===== src/rtl/multicycle_alu_if.sv =====
// multicycle_alu_if
// Purpose: request/response bundle between the requester (alu_controller side
//          plus EX/MEM consumer) and the multicycle ALU.
// Signals:
//   in_valid/in_ready          request handshake
//   alu_controller[3:0]        operation code
//   operand_a/operand_b[XLEN]  operands (shift amount = operand_b[4:0])
//   out_valid/out_ready        result handshake
//   result[XLEN], zero, illegal  result bundle, qualified by out_valid
interface multicycle_alu_if #(
  parameter int XLEN = 32
);
  logic            in_valid;
  logic            in_ready;
  logic [3:0]      alu_controller;
  logic [XLEN-1:0] operand_a;
  logic [XLEN-1:0] operand_b;
  logic            out_valid;
  logic            out_ready;
  logic [XLEN-1:0] result;
  logic            zero;
  logic            illegal;

  modport master (
    output in_valid, alu_controller, operand_a, operand_b, out_ready,
    input  in_ready, out_valid, result, zero, illegal
  );

  modport slave (
    input  in_valid, alu_controller, operand_a, operand_b, out_ready,
    output in_ready, out_valid, result, zero, illegal
  );
endinterface


===== src/rtl/multicycle_alu.sv =====
// multicycle_alu
// Purpose: execute-stage ALU with valid/ready handshakes. Add/sub/logic/compare
//          finish in one cycle; shifts walk one bit per cycle so no barrel
//          shifter sits on the EX path.
// Ports:
//   clk  - clock, all state changes on the rising edge
//   rst  - synchronous active-high reset
//   bus  - multicycle_alu_if slave modport (request, result, handshakes)
//
// state  | meaning
// -------+------------------------------------------------------------
// IDLE   | in_ready=1, waiting for a request
// SHIFT  | shifting the working register, one position per cycle
// DONE   | out_valid=1, result frozen until out_ready
module multicycle_alu #(
  parameter int XLEN = 32
) (
  input  logic              clk,
  input  logic              rst,
  multicycle_alu_if.slave   bus
);

  localparam logic [3:0] OP_ADD  = 4'b0000;
  localparam logic [3:0] OP_SUB  = 4'b0001;
  localparam logic [3:0] OP_SLL  = 4'b0010;
  localparam logic [3:0] OP_SLT  = 4'b0011;
  localparam logic [3:0] OP_SLTU = 4'b0100;
  localparam logic [3:0] OP_XOR  = 4'b0101;
  localparam logic [3:0] OP_SRL  = 4'b0110;
  localparam logic [3:0] OP_SRA  = 4'b0111;
  localparam logic [3:0] OP_OR   = 4'b1000;
  localparam logic [3:0] OP_AND  = 4'b1001;

  typedef enum logic [1:0] {
    S_IDLE  = 2'd0,
    S_SHIFT = 2'd1,
    S_DONE  = 2'd2
  } state_t;

  state_t          state_q;
  logic [3:0]      op_q;
  logic [4:0]      cnt_q;
  logic [XLEN-1:0] result_q;
  logic            illegal_q;

  logic [XLEN-1:0] alu_d;
  logic            illegal_d;
  logic            is_shift_d;
  logic [4:0]      shamt_d;
  logic [XLEN-1:0] step_d;

  assign shamt_d = bus.operand_b[4:0];

  // Single-cycle result computed from the live inputs; only registered on accept.
  // For shifts this is the unshifted operand, which is also the shamt=0 answer.
  always_comb begin
    alu_d      = '0;
    illegal_d  = 1'b0;
    is_shift_d = 1'b0;
    unique case (bus.alu_controller)
      OP_ADD:  alu_d = bus.operand_a + bus.operand_b;
      OP_SUB:  alu_d = bus.operand_a - bus.operand_b;
      OP_SLT:  alu_d = {{(XLEN-1){1'b0}}, ($signed(bus.operand_a) < $signed(bus.operand_b))};
      OP_SLTU: alu_d = {{(XLEN-1){1'b0}}, (bus.operand_a < bus.operand_b)};
      OP_XOR:  alu_d = bus.operand_a ^ bus.operand_b;
      OP_OR:   alu_d = bus.operand_a | bus.operand_b;
      OP_AND:  alu_d = bus.operand_a & bus.operand_b;
      OP_SLL, OP_SRL, OP_SRA: begin
        alu_d      = bus.operand_a;
        is_shift_d = 1'b1;
      end
      default: illegal_d = 1'b1;
    endcase
  end

  // One-position step of the working register.
  always_comb begin
    step_d = result_q;
    case (op_q)
      OP_SLL:  step_d = {result_q[XLEN-2:0], 1'b0};
      OP_SRL:  step_d = {1'b0, result_q[XLEN-1:1]};
      OP_SRA:  step_d = {result_q[XLEN-1], result_q[XLEN-1:1]};
      default: step_d = result_q;
    endcase
  end

  always_ff @(posedge clk) begin
    if (rst) begin
      state_q   <= S_IDLE;
      op_q      <= OP_ADD;
      cnt_q     <= '0;
      result_q  <= '0;
      illegal_q <= 1'b0;
    end else begin
      case (state_q)
        S_IDLE: begin
          if (bus.in_valid) begin
            op_q      <= bus.alu_controller;
            cnt_q     <= shamt_d;
            result_q  <= alu_d;
            illegal_q <= illegal_d;
            if (is_shift_d && (shamt_d != 5'd0)) state_q <= S_SHIFT;
            else                                 state_q <= S_DONE;
          end
        end
        S_SHIFT: begin
          result_q <= step_d;
          cnt_q    <= cnt_q - 5'd1;
          // Down-counter terminal count: the 1->0 step is the last shift.
          if (cnt_q == 5'd1) state_q <= S_DONE;
        end
        S_DONE: begin
          if (bus.out_ready) state_q <= S_IDLE;
        end
        default: state_q <= S_IDLE;
      endcase
    end
  end

  assign bus.in_ready  = (state_q == S_IDLE);
  assign bus.out_valid = (state_q == S_DONE);
  assign bus.result    = result_q;
  assign bus.zero      = (result_q == '0);
  assign bus.illegal   = illegal_q;

endmodule


===== src/flat_wrapper.sv =====
// flat-port wrapper written by rule: the top's interface ports become plain ports
module multicycle_alu_flat 
#(
  parameter int XLEN = 32
)
  (clk, rst, bus_in_valid, bus_alu_controller, bus_operand_a, bus_operand_b, bus_out_ready, bus_in_ready, bus_out_valid, bus_result, bus_zero, bus_illegal);
  multicycle_alu_if #(.XLEN(XLEN)) bus_i ();
  input  logic clk;
  input  logic rst;
  input wire logic [$bits(bus_i.in_valid)-1:0] bus_in_valid;
  input wire logic [$bits(bus_i.alu_controller)-1:0] bus_alu_controller;
  input wire logic [$bits(bus_i.operand_a)-1:0] bus_operand_a;
  input wire logic [$bits(bus_i.operand_b)-1:0] bus_operand_b;
  input wire logic [$bits(bus_i.out_ready)-1:0] bus_out_ready;
  output wire logic [$bits(bus_i.in_ready)-1:0] bus_in_ready;
  output wire logic [$bits(bus_i.out_valid)-1:0] bus_out_valid;
  output wire logic [$bits(bus_i.result)-1:0] bus_result;
  output wire logic [$bits(bus_i.zero)-1:0] bus_zero;
  output wire logic [$bits(bus_i.illegal)-1:0] bus_illegal;
  assign bus_i.in_valid = bus_in_valid;
  assign bus_i.alu_controller = bus_alu_controller;
  assign bus_i.operand_a = bus_operand_a;
  assign bus_i.operand_b = bus_operand_b;
  assign bus_i.out_ready = bus_out_ready;
  assign bus_in_ready = bus_i.in_ready;
  assign bus_out_valid = bus_i.out_valid;
  assign bus_result = bus_i.result;
  assign bus_zero = bus_i.zero;
  assign bus_illegal = bus_i.illegal;
  multicycle_alu #(.XLEN(XLEN)) u_core (.clk(clk), .rst(rst), .bus(bus_i));
endmodule

===== config.mk =====
export PLATFORM = sky130hd
export DESIGN_NAME = multicycle_alu_flat
export DESIGN_NICKNAME = d
export VERILOG_FILES = /design/src/rtl/multicycle_alu_if.sv /design/src/rtl/multicycle_alu.sv /design/src/flat_wrapper.sv
export SDC_FILE = /design/constraint.sdc
export NUM_CORES = 1
export LEC_CHECK = 0
export CAP_MARGIN = 10
export CORE_ASPECT_RATIO = 0.7
export CORE_UTILIZATION = 45
export CTS_CLUSTER_SIZE = 16
export DETAILED_ROUTE_END_ITERATION = 8
export PLACE_DENSITY = 0.66
export SLEW_MARGIN = 20
export SYNTH_ARGS = -nofsm -noshare
export SYNTH_HDL_FRONTEND = slang
export SYNTH_SLANG_ARGS = --single-unit

===== constraint.sdc =====
create_clock -name clk -period 11 [get_ports clk]
set_input_delay 3.3 -clock clk [delete_from_list [all_inputs] [get_ports clk]]
set_output_delay 3.3 -clock clk [all_outputs]
set_load 0.02 [all_outputs]

==> results.md <==
* Status: completed
* Leading area contributor after synthesis: ha_1
* Max Slew Vio Count at 0
* Die X-Extent at 161 um
* Die height at 113 um
* Routed WL at between 30000 and 40000 um
* Global route overflow at 0
* Type of the worst min-delay path: flip-flop to flip-flop
* RSZ-0062 raised after global routing: no
* Total number of vias at 9467
* Clock network fraction of design power at 22.8%
* R2R Path Start: u_core.state_q[0]
* Worst path arrival time at 7.06 ns
* P per Cell Area at just under 90 nW/um^2
* Top fanout value on the critical path at 11
* Vias in the first global route at 8564
* MaxCap Viol Count at 0
* Seq/Total Area, Yosys at between 10% and 20%
* Clk_skew at a little under 0.009 ns
* Clk buf depth at 2
* Post-cts repair resize count at 0
* Rel. slew slack at between 30% and 40%
* Mean Syn Cell Area at 6.83 sq um
* Top post-synthesis cells by area: ha_1 16%, dfxtp_1 11%, a21oi_1 6.5%
* Asr flop ratio synth at 0%
* Initial core utilization at 46.2%
* Pin count of the biggest net entering global routing at 45
* Minimum clock period at between 6 and 7 ns
* Yosys Warn Count at 0
* Post-Syn Area at ~8000 sq um
* Crit path top cell by count: nor4_1
* Hold_buf cts at 0
* Routability Congestion at between 0.9 and 1
* Gr usage total at between 30% and 40%
* R2r endpoint: u_core.bus.result[26]
* Worst-case hold path end point: u_core.cnt_q[1]
* Critical-path cell list: clkdlybuf4s50_1 > inv_1 > ha_1 > nor2b_1 > or4_1 > o211ai_1 > a2111oi_4 > nor4_1 > o31ai_1 > xnor2_1 > a2111oi_0 > nor4_1
* CP max stage delay at ~0.65 ns
* Worst Setup Start Kind: input pin
* Setup repair bufs after CTS at 0
* CORE AREA at 17300 sq um
* Hold path cells at 2
* Highest ir drop seen on vdd at 0.0000631 V
* Switch share at 44.9%
* Final Cycle Share at between 60% and 70%
* Most common cell after layout, fill and taps aside: nor2_1
* TritonCTS clock tree: built
* Worst Tran Pin Value at 0.984 ns
* Post-DP HPWL at 22600 um
* CTS root buf: clkbuf_16
* Final nets at 1393
* Register bit total from synthesis at 44
* Worst R2R Setup Slack at 7.88 ns
* # DRC at 0
* Layout Utilization at between 50% and 60%
* Post-synth EDFFs at 0
* WL per Instance at 21.0 um
* Die ar. at approximately 18000 sq um
* Setup crit start: bus_operand_a[6]
* IO Count at 108
* Worst Setup End Kind: flip-flop
* First-pass GRT wire length at between 40000 and 50000 um
* Syn Inst Count at 1167
* # port buffers at 107
* Psw at roughly 0.37 mW
* Ratio of cells with drive above 1 in the final layout at 3.95%
* Leak pwr at 3.76 nW
* Routed Antenna Nets at 0
* Drt pass-1 iters at 6
* Antenna cells at 0
* Rows at 40
* Netlist cell types at 78
* Worst skew pair latency at 0.30 ns
* Avg Vias per Cell at 6.55
* Final setup viols at 0
* Number of buffers created by CTS at 5
* Post-synth top flop: dfxtp_1
* Power share of the combinational group at between 50% and 60%
* Share of the synthesized area in the top cell type at 16.5%
* Slowest stage cell, crit path: nor4_1
* WS Path Type: input pin to flip-flop
* Final Hold Fails at 0
* Clk slew on worst S/H paths at 0.07 ns
* Initial antenna violation count at 0
* Min-delay src: u_core.cnt_q[1]
* Most frequent cells in the layout: 120 x nor2_1, 107 x clkdlybuf4s50_1, 105 x ha_1
* Critical Path RT at 11.16 ns
* Internal power at 0.453 mW
* Reg2Reg Depth at 9
* CTS Sinks at 44
* Syn_nets at 1346
* Setup TNS at 0 ns
* Htree depth at 2
* Initial DRC Count at 1341
* Area growth syn-to-layout at 17.1%
* Register share of total power at 24.6%
* Max Freq at 0.145 GHz
## Yosys cell counts (4+ instances only)
cell,number
nor2_1,121
a2111oi_0,6
a221oi_1,19
o221ai_1,9
or4_1,9
clkbuf_1,73
a22oi_1,7
buf_1,5
nor4_1,19
or3_1,9
mux2i_1,25
o21ai_0,64
nand2b_1,13
inv_1,96
nand3_1,27
o31ai_1,7
a21o_1,18
nand2_1,90
nand4_1,15
o211ai_1,20
a221o_1,16
o311ai_0,4
xnor2_1,9
nor2b_1,16
ha_1,105
a21oi_1,104
dfxtp_1,44
a31oi_1,11
or2_2,4
a211oi_1,23
and3_1,5
o21bai_1,8
o21a_1,4
o31a_1,4
o22ai_1,24
nor3b_1,9
o41ai_1,4
nor3_1,44
## registers in the layout, indices dropped and copies added, names as in the netlist
signal              cells
u_core.state_q          2
u_core.cnt_q            5
u_core.op_q             4
u_core.bus.illegal      1
u_core.bus.result      32
## critical path, delay by kind of cell
| family | cells | cell delay (ns) |
|---|---|---|
| xor gates and xnor gates | 1 | 0.15 |
| buffers and inverters | 2 | 0.65 |
| AOI/OAI and AO/OA | 4 | 1.17 |
| and+or+nand+nor | 4 | 1.32 |
| adders and majority gates | 1 | 0.47 |
## routing by layer
metal | global-route usage [%] | wire length, um | vias to the layer above
met2 | 47.5 | 12200 | 596
li1 | - | - | 4402
met3 | 7.09 | 3850 | 49
met4 | 6.73 | 529 | 0
met5 | 0 | 0 | -
met1 | 48.5 | 13700 | 4420
## stage by stage
step | cells | worst slack, ns | hold WS [ns] | total power, mW | area, sq um
after CTS | 1446 | 4.16 | 0.474 | 0.806 | 9330
after detailed placement | 1438 | 3.88 | 0.464 | 0.621 | 9160
final | 1446 | 4.10 | 0.472 | 0.822 | 9340
after floorplan | 1167 | 5.16 | 0.445 | 0.471 | 7980
after global routing | 1446 | 3.79 | 0.512 | 0.864 | 9340
after global placement | 1438 | 4.04 | 0.459 | 0.621 | 9160
## worst max-delay path by stage
stage,end,slack (ns)
final,u_core.bus.result[27],4.10
after global routing,u_core.bus.result[27],3.79
after CTS,u_core.bus.result[27],4.16
after detailed placement,u_core.bus.result[27],3.88
after global placement,u_core.bus.result[27],4.04
after floorplan,u_core.bus.result[25],5.16
## power groups by stage
stage / Combinational (mW) / Sequential [mW] / Clock, mW
2_1_floorplan: 0.262 / 0.208 / 0
3_3_place_gp: 0.416 / 0.205 / 0
4_1_cts: 0.419 / 0.201 / 0.186
6_report: 0.432 / 0.202 / 0.187
5_1_grt: 0.466 / 0.204 / 0.194
3_5_place_dp: 0.416 / 0.205 / 0
## cell families (layout without fill, tap and decap cells)
family,count (synthesis),count (layout),synth area share (%)
and+or+nand+nor,399,399,24.4
buffers and inverters,178,226,8.47
DFF,44,44,11.0
muxes,26,26,3.28
AOI/OAI and AO/OA,403,403,34.7
adders and majority gates,107,107,17.0
xor gates and xnor gates,10,10,1.10
## layout make-up
class                      count  area [sq um]
clock inverter                 3          46.3
tap                          231           289
timing repair buffer         122          1180
fill                        1752          7930
sequential                    44           881
clock buffer                   5           125
inverter                      96           360
multi-input combinational    945          6450
Note: power is estimated with default switching activity, not from simulation.
